===== src/rtl/dwa_element_selector_pkg.sv =====
`default_nettype none
// ============================================================================
//  Module   : dem_pkg
//  Purpose  : Shared sizing constants, types and helpers for the DWA dynamic
//             element matching stage.
//  Contents : CODE_WIDTH, NUM_ELEM, LFSR_SEED, LFSR_TAPS,
//             code_t, elem_vec_t, ptr_t, sum_t, mod_elem()
//  Revision : 1.0  initial release
// ============================================================================
package dem_pkg;

    localparam int CODE_WIDTH = 3;
    localparam int NUM_ELEM   = (2 ** CODE_WIDTH) - 1;
    localparam int SUM_WIDTH  = CODE_WIDTH + 2;

    typedef logic [CODE_WIDTH-1:0] code_t;
    typedef logic [NUM_ELEM-1:0]   elem_vec_t;
    typedef logic [CODE_WIDTH-1:0] ptr_t;
    typedef logic [SUM_WIDTH-1:0]  sum_t;

    // Fibonacci LFSR for x^8+x^6+x^5+x^4+1: shift toward the MSB, and the
    // feedback bit is the XOR of bits 7,5,4,3.
    localparam logic [7:0] LFSR_SEED = 8'hA5;
    localparam logic [7:0] LFSR_TAPS = 8'hB8;

    localparam sum_t SUM_NUM_ELEM = sum_t'(NUM_ELEM);

    // Reduce ptr + code (+1) into 0..NUM_ELEM-1. The largest possible sum is
    // (NUM_ELEM-1) + NUM_ELEM + 1, so two conditional subtractions suffice.
    function automatic ptr_t mod_elem(input sum_t s);
        sum_t r;
        r = s;
        if (r >= SUM_NUM_ELEM) r = r - SUM_NUM_ELEM;
        if (r >= SUM_NUM_ELEM) r = r - SUM_NUM_ELEM;
        return ptr_t'(r);
    endfunction

endpackage
`default_nettype wire


===== src/rtl/dwa_element_selector_if.sv =====
`default_nettype none
// ============================================================================
//  Module   : dwa_element_selector_if
//  Purpose  : Groups the quantizer-side input and the DAC-side outputs of the
//             DWA element selector.
//  Signals  : code_i     quantizer code (number of cells to turn on)
//             valid_i    code_i valid this cycle
//             elem_sel_o per-element enable vector
//             valid_o    elem_sel_o refreshed from a valid code
//             ptr_o      current rotation pointer
//  Modports : master (code source / output consumer), slave (selector)
//  Revision : 1.0  initial release
// ============================================================================
interface dwa_element_selector_if;
    import dem_pkg::*;

    code_t     code_i;
    logic      valid_i;
    elem_vec_t elem_sel_o;
    logic      valid_o;
    ptr_t      ptr_o;

    modport master (
        output code_i,
        output valid_i,
        input  elem_sel_o,
        input  valid_o,
        input  ptr_o
    );

    modport slave (
        input  code_i,
        input  valid_i,
        output elem_sel_o,
        output valid_o,
        output ptr_o
    );

endinterface
`default_nettype wire


===== src/rtl/dwa_element_selector_thermo_rotate.sv =====
`default_nettype none
// ============================================================================
//  Module   : dwa_thermo_rotate
//  Purpose  : Combinational rotated thermometer encoder. Produces a NUM_ELEM
//             vector with code_i consecutive ones starting at element ptr_i,
//             wrapping from element NUM_ELEM-1 back to element 0.
//  Ports    : code_i  in  CODE_WIDTH  number of elements to enable
//             ptr_i   in  CODE_WIDTH  first element of the window
//             sel_o   out NUM_ELEM    rotated thermometer vector
//  Revision : 1.0  initial release
// ============================================================================
module dwa_thermo_rotate
    import dem_pkg::*;
(
    input  wire code_t     code_i,
    input  wire ptr_t      ptr_i,
    output elem_vec_t      sel_o
);

    // Element i is on when its distance ahead of the pointer (mod NUM_ELEM)
    // falls inside the window length. This is the thermometer of code_i
    // rotated left by ptr_i without building a double-width shifter.
    sum_t      offs;
    elem_vec_t sel_d;

    always_comb begin
        offs  = '0;
        sel_d = '0;
        for (int i = 0; i < NUM_ELEM; i++) begin
            offs = sum_t'(i) + SUM_NUM_ELEM - {2'b00, ptr_i};
            if (offs >= SUM_NUM_ELEM) begin
                offs = offs - SUM_NUM_ELEM;
            end
            sel_d[i] = (offs < {2'b00, code_i});
        end
    end

    assign sel_o = sel_d;

endmodule
`default_nettype wire


===== src/rtl/dwa_element_selector.sv =====
`default_nettype none
// ============================================================================
//  Module   : dwa_element_selector
//  Purpose  : Data-weighted-averaging element selector. Each valid quantizer
//             code enables that many consecutive unit DAC cells starting at a
//             rotating pointer, so element mismatch is first-order shaped.
//             One clock of latency; no backpressure.
//  Ports    : clk_i  in  1   system clock, rising edge
//             rst_i  in  1   synchronous active-high reset
//             bus    slave   code_i/valid_i in, elem_sel_o/valid_o/ptr_o out
//  Config   : DWA_DITHER_EN - when defined, an 8-bit LFSR (seed 8'hA5) steps
//             on every valid code and, when its bit 0 is set, advances the
//             pointer one extra position after the selection is taken.
//  Revision : 1.0  initial release
// ============================================================================
module dwa_element_selector
    import dem_pkg::*;
(
    input  wire                     clk_i,
    input  wire                     rst_i,
    dwa_element_selector_if.slave   bus
);

    elem_vec_t elem_sel_q;
    elem_vec_t elem_sel_d;
    logic      valid_q;
    ptr_t      ptr_q;
    ptr_t      ptr_d;
    sum_t      ptr_sum;
    logic      dither_step;

    // Selection for the current sample always uses the current pointer;
    // any dither only affects where the next window starts.
    dwa_thermo_rotate u_thermo_rotate (
        .code_i (bus.code_i),
        .ptr_i  (ptr_q),
        .sel_o  (elem_sel_d)
    );

`ifdef DWA_DITHER_EN
    logic [7:0] lfsr_q;
    logic [7:0] lfsr_d;

    assign lfsr_d      = {lfsr_q[6:0], ^(lfsr_q & LFSR_TAPS)};
    assign dither_step = lfsr_q[0];
`else
    assign dither_step = 1'b0;
`endif

    always_comb begin
        ptr_sum = {2'b00, ptr_q} + {2'b00, bus.code_i} + sum_t'(dither_step);
        ptr_d   = mod_elem(ptr_sum);
    end

    always_ff @(posedge clk_i) begin
        if (rst_i) begin
            elem_sel_q <= '0;
            valid_q    <= 1'b0;
            ptr_q      <= '0;
`ifdef DWA_DITHER_EN
            lfsr_q     <= LFSR_SEED;
`endif
        end else if (bus.valid_i) begin
            elem_sel_q <= elem_sel_d;
            valid_q    <= 1'b1;
            ptr_q      <= ptr_d;
`ifdef DWA_DITHER_EN
            lfsr_q     <= lfsr_d;
`endif
        end else begin
            // No new code: DAC keeps the last sample, pointer holds.
            valid_q    <= 1'b0;
        end
    end

    assign bus.elem_sel_o = elem_sel_q;
    assign bus.valid_o    = valid_q;
    assign bus.ptr_o      = ptr_q;

endmodule
`default_nettype wire

===== src/flat_wrapper.sv =====
// flat-port wrapper written by rule: the top's interface ports become plain ports
module dwa_element_selector_flat import dem_pkg::*;
  (clk_i, rst_i, bus_code_i, bus_valid_i, bus_elem_sel_o, bus_valid_o, bus_ptr_o);
  dwa_element_selector_if bus_i ();
  input  wire clk_i;
  input  wire rst_i;
  input wire logic [$bits(bus_i.code_i)-1:0] bus_code_i;
  input wire logic [$bits(bus_i.valid_i)-1:0] bus_valid_i;
  output wire logic [$bits(bus_i.elem_sel_o)-1:0] bus_elem_sel_o;
  output wire logic [$bits(bus_i.valid_o)-1:0] bus_valid_o;
  output wire logic [$bits(bus_i.ptr_o)-1:0] bus_ptr_o;
  assign bus_i.code_i = bus_code_i;
  assign bus_i.valid_i = bus_valid_i;
  assign bus_elem_sel_o = bus_i.elem_sel_o;
  assign bus_valid_o = bus_i.valid_o;
  assign bus_ptr_o = bus_i.ptr_o;
  dwa_element_selector u_core (.clk_i(clk_i), .rst_i(rst_i), .bus(bus_i));
endmodule

===== config.mk =====
export PLATFORM = sky130hd
export DESIGN_NAME = dwa_element_selector_flat
export DESIGN_NICKNAME = d
export VERILOG_FILES = /design/src/rtl/dwa_element_selector_pkg.sv /design/src/rtl/dwa_element_selector_if.sv /design/src/rtl/dwa_element_selector_thermo_rotate.sv /design/src/rtl/dwa_element_selector.sv /design/src/flat_wrapper.sv
export SDC_FILE = /design/constraint.sdc
export NUM_CORES = 1
export LEC_CHECK = 0
export BUFFER_PORTS_ARGS = -buffer_cell sky130_fd_sc_hd__buf_2
export CAP_MARGIN = 40
export CORE_UTILIZATION = 54
export CTS_BUF_LIST = sky130_fd_sc_hd__clkbuf_4
export DETAILED_ROUTE_END_ITERATION = 7
export GPL_ROUTABILITY_DRIVEN = 0
export PLACE_DENSITY_LB_ADDON = 0.05
export SLEW_MARGIN = 20
export SYNTH_ARGS = -nofsm -noshare
export SYNTH_HDL_FRONTEND = slang
export SYNTH_SLANG_ARGS = --single-unit
export TNS_END_PERCENT = 1

===== constraint.sdc =====
create_clock -name clk_i -period 6.19 [get_ports clk_i]
set_input_delay 0.619 -clock clk_i [delete_from_list [all_inputs] [get_ports clk_i]]
set_output_delay 0.619 -clock clk_i [all_outputs]
set_load 0.01 [all_outputs]

* Yosys cells after proc, flatten, opt, wreduce, memory -nomap -nowiden *
Index checks and enable logic that the tools add are counted.

storage, ports and cells
  register bits = 11
  output and inout bits = 11
  input bits = 6

operators by class
  order comparisons = 16
  add/subtract/negate cells = 17
  multiplexer cells = 10

operator list
  operator               count
  $ge A5 B3 Y1 const B   9
  $mux W5                8
  $sub A5 B3 Y5 const B  8
  $lt A5 B3 Y1           7
  $sub A4 B3 Y5 const A  6
  $add A3 B3 Y4          1
  $sub A3 B3 Y4 const A  1
  $mux W3                1
  $sub A3 B3 Y3 const B  1
  $mux W1                1

* Depth between registers and ports, before layout *
  depth after elaboration = 5
  depth in mapped cells = 13
  depth with buffers taken out = 13

* Hierarchy *
Synthesis repeated with hierarchy kept, for this count alone.

unflattened totals
  cells, all modules = 197
  area total of the unflattened synthesis = 1686.6 um^2

modules (own cells, without submodules)
  module                instances  area each (um^2)  seq. area each (um^2)  cells each
  dwa_thermo_rotate     1          922.1             0.0                    118
  dwa_element_selector  1          764.5             220.2                  79

* Worst setup path before layout *
OpenSTA, ideal clock, no wires.

  path type = input to register
  start point = input bus_code_i[0]
  end point = register u_core.ptr_q[0], in the netlist u_core.bus.ptr_o[0]
  slack = 2.863 ns
  stages = 12
  data required time = 6.074 ns
  buffers on the path = 1
  arrival = 3.211 ns
  cells stage by stage = ha_1 fa_1 ha_1 buf_2 nand2_1 a21oi_1 a31o_2 ha_1 nor3b_1 a211o_1 or3_1 a31o_1

on the way
  longest elaborated chain between the ends = 5
  elaborated cells on any way between the ends = 7
  those cells by class = add/sub: 3; order compare: 2; mux: 2

RTL lines
  item                                           line                            text
  start: declaration                             flat_wrapper.sv:7               input wire logic [$bits(bus_i.code_i)-1:0] bus_code_i;
  $add A3 B3 Y4 (*)                              dwa_element_selector.sv:51      ptr_sum = {2'b00, ptr_q} + {2'b00, bus.code_i} + sum_t'(dither_step);
  $sub A5 B3 Y5 or $ge A5 B3 Y1 (tied branches)  dwa_element_selector_pkg.sv:33  if (r >= SUM_NUM_ELEM) r = r - SUM_NUM_ELEM;
  $mux W5 (*)                                    dwa_element_selector_pkg.sv:33
  $ge A5 B3 Y1 or $sub A3 B3 Y3 (tied branches)  dwa_element_selector_pkg.sv:34  if (r >= SUM_NUM_ELEM) r = r - SUM_NUM_ELEM;
  $mux W3 (*)                                    dwa_element_selector_pkg.sv:34
  end signal: assignment                         dwa_element_selector.sv:66      ptr_q <= ptr_d;
  end: declaration                               dwa_element_selector.sv:27      ptr_t ptr_q;

Mark *: on every way between the ends. The rest lies on a longest branch, timed or not.
A chain may end at the register's enable or synchronous reset.

* Worst setup path in the final report *
  start point = register u_core.ptr_q[0], in the netlist u_core.bus.ptr_o[0]
  end point = register u_core.ptr_q[0], in the netlist u_core.bus.ptr_o[0]

on the way
  longest elaborated chain between the ends = 5
  elaborated cells on any way between the ends = 7
  those cells by class = add/sub: 3; order compare: 2; mux: 2

RTL lines
  item                                           line
  $add A3 B3 Y4 (*)                              dwa_element_selector.sv:51
  $sub A5 B3 Y5 or $ge A5 B3 Y1 (tied branches)  dwa_element_selector_pkg.sv:33
  $mux W5 (*)                                    dwa_element_selector_pkg.sv:33
  $ge A5 B3 Y1 or $sub A3 B3 Y3 (tied branches)  dwa_element_selector_pkg.sv:34
  $mux W3 (*)                                    dwa_element_selector_pkg.sv:34

Marks and branches as above.

==> impl_results.md <==
* Status: finished with violations
* Failing checks: DRC
* Core Region at 2810 um^2
* Clk_skew at ~0.0064 ns
* Max-slew violations at 0
* Synth top area share at between 20% and 30%
* Skew-Pair Late Insertion Delay at between 0.2 and 0.3 ns
* Clock sink count at 11
* Area leader, netlist: ha_1
* Largest family of logic cells by synthesized area: adder cells
* Initial Util at ~58%
* First-pass GRT wire length at just over 6 mm
* Adder-cell share of the synthesized area at between 20 and 30%
* Total number of vias at 1491
* Compound-gate portion of the synthesized area at between 20% and 30%
* Row Count at 19
* Congestion Overflow GR at 0
* Post-Synth Simple-Gate Area at a little under a fifth
* Area growth, synth to finish at 6.53%
* Average routed wire per standard cell at 14.4 um
* Largest stage delay, worst path at 0.74 ns
* Fin crit period at between 3 and 4 ns
* CTS tree: built
* Crit-path cells: ha_1 > fa_1 > ha_1 > nand2_1 > a21oi_1 > a31o_2 > ha_1 > nor3b_1 > a211o_1 > or3_1 > a31o_1
* Share of layout cells above drive strength 1 at a little over an eighth
* All-Layer GR Usage at 23.7%
* Via/cell ratio at 5.92
* Max-slew headroom at 55.9%
* Cell Pwr Density at about 580 nW/um^2
* # nets final at 264
* Die area at about 3200 um^2
* Post-detail-place hpwl at between 2 and 3 mm
* #FFs+latches synth at 11
* Final worst-path cycle share at roughly 59%
* Total Power at roughly 1 mW
* Number of synthesized flops with an enable pin at 0
* DP Area at between 1500 and 2000 um^2
* Synth warn at 0
* Resized cells post-CTS at 0
* Crit Path Max Fanout at 17
* Critical path data required time at 6.36 ns
* Initial antenna violation count at 0
* WHS at 0.471 ns
* Finished Layout Cells at between 200 and 300
* CP delay by family, top: adder cells
* Crit start category: flop
* Final WL at roughly 3.6 mm
* Inst Count DP at ~250
* Ys flop type: dfxtp_1
* I/O pin count at 17
* Slowest-stage cell, CP: dfxtp_1
* MaxCap Viol Count at 0
* Pre-CTS setup slack at between 2 and 2.5 ns
* Synth top cells by count: ha_1, a21oi_1, nand2_1, o21ai_0, inv_1
* Final hold vios at 0
* Hold WC Path Type: flop to flop
* RSZ-0062 raised after global routing: false
* Clock Path Buffers at 2
* Final worst setup slack at between 2 and 3 ns
* Vias in the first global route at roughly 1400
* CP bufs+invs at 0
* Router iterations before antenna repair at 6
* Worst slew pin tran at roughly 0.66 ns
* Die X at about 57 um
* CP Capture Type: flop
* ANT cells at 0
* Util after Layout at just over 60%
* TritonCTS Buffers at 3
* Leak at roughly 0.8 nW
* Port Buffer Count at 16
* Peak supply drop at 0.359 mV
* CP Class: flop to flop
* Most common cell in the synthesized netlist: ha_1
* Initial DRC Count at just over 100
* # setup viols final at 0
* Final Cell Area at 1730 um^2
* Post-Synth XOR/XNOR Area at 6.38%
* H-tree levels at 1
* Die Y at around 57 um
* Clock tree root driver cell: clkbuf_4
* Syn Std Cell Area at roughly 1600 um^2
* Largest net degree at the start of global routing at 20
* Setup TNS at 0 ns
* Number of remaining DRC errors at 2
* Post-synthesis mux area share at 1.92%
* Largest cells by area after synthesis: ha_1, dfxtp_1, a21oi_1
* Syn Nets at ~250
* Final ANT Viol Nets at 0
* Clk slew on worst S/H paths at around 0.070 ns
* Synth unique cells at 43
* Top cell by count, worst path: ha_1
* Syn avg cell area at 7.68 um^2
* Setup Fix Bufs, Post-CTS at 0
* Max Clock Freq at ~0.27 GHz
* Cts hold-fix bufs at 0
* Post-Syn Instances at between 200 and 250
* Filler cell count at around 260
* Critical path arrival at approximately 3.9 ns
* Register area share after synthesis at around 14%
* FFs w/ async S/R, synth at 0%
## cells in the final DEF (no fill, tap or decap), types with 3 or more instances in the layout
master    Yosys  layout
ha_1         34      34
inv_1        14      14
nand3_1       8       8
nand2_1      18      18
nor2_1       12      12
a21boi_0      6       6
nor3_1        3       3
nand2b_1     11      11
o21ai_0      17      17
dfxtp_1      11      11
buf_2         1      16
a31oi_1       4       4
xnor2_1       7       7
a21oi_1      20      20
clkbuf_4      0       4
xor2_1        3       3
## path summary, 6_finish.rpt
path	startpoint	to	slack (ns)	cells past startpoint
max reg2reg	u_core.bus.ptr_o[0]	u_core.bus.ptr_o[0]	2.51	11
max	u_core.bus.ptr_o[0]	u_core.bus.ptr_o[0]	2.51	11
min	u_core.bus.elem_sel_o[3]	u_core.bus.elem_sel_o[3]	0.47	2
min reg2reg	u_core.bus.elem_sel_o[3]	u_core.bus.elem_sel_o[3]	0.47	2
## where the power goes
group,total [mW],internal [mW],switching (mW)
logic,0.807,0.356,0.450
registers,0.139,0.0951,0.0436
clock network,0.0526,0.0293,0.0233
total,0.998,0.481,0.517
## cell type report
class / count / area [um^2] / share of cell area, %
tap: 31 / 38.8 / 2.24
multi-input combinational: 176 / 1310 / 75.7
inverter: 14 / 52.6 / 3.03
timing repair buffer: 16 / 80.1 / 4.62
sequential: 11 / 220 / 12.7
clock buffer: 4 / 30.0 / 1.73
## worst reg2reg max path, stage by stage (launching register included)
cell     delay, ns
dfxtp_1       0.74
ha_1          0.29
fa_1          0.47
ha_1          0.36
nand2_1       0.16
a21oi_1       0.08
a31o_2        0.25
ha_1          0.23
nor3b_1       0.17
a211o_1       0.28
or3_1         0.35
a31o_1        0.20
## metal layers
metal	global-route usage, %	vias up	wire length (um)
met5	0	-	0
met4	5.23	0	0
met3	3.46	0	99
met2	40.2	26	1720
met1	31.9	687	1820
li1	-	778	-
## cell families after synthesis
kind of cell	Yosys count
AO/OA/AOI/OAI	66
XOR/XNOR	11
adder cells (fa/ha/maj)	36
buffers and inverters	25
flip-flops	11
multiplexers	3
AND/OR/NAND/NOR	60
## registers in the layout (all words and copies together) (netlist names)
register,cells
u_core.bus.ptr_o,3
u_core.bus.valid_o,1
u_core.bus.elem_sel_o,7
Note: power is estimated with default switching activity, not from simulation.
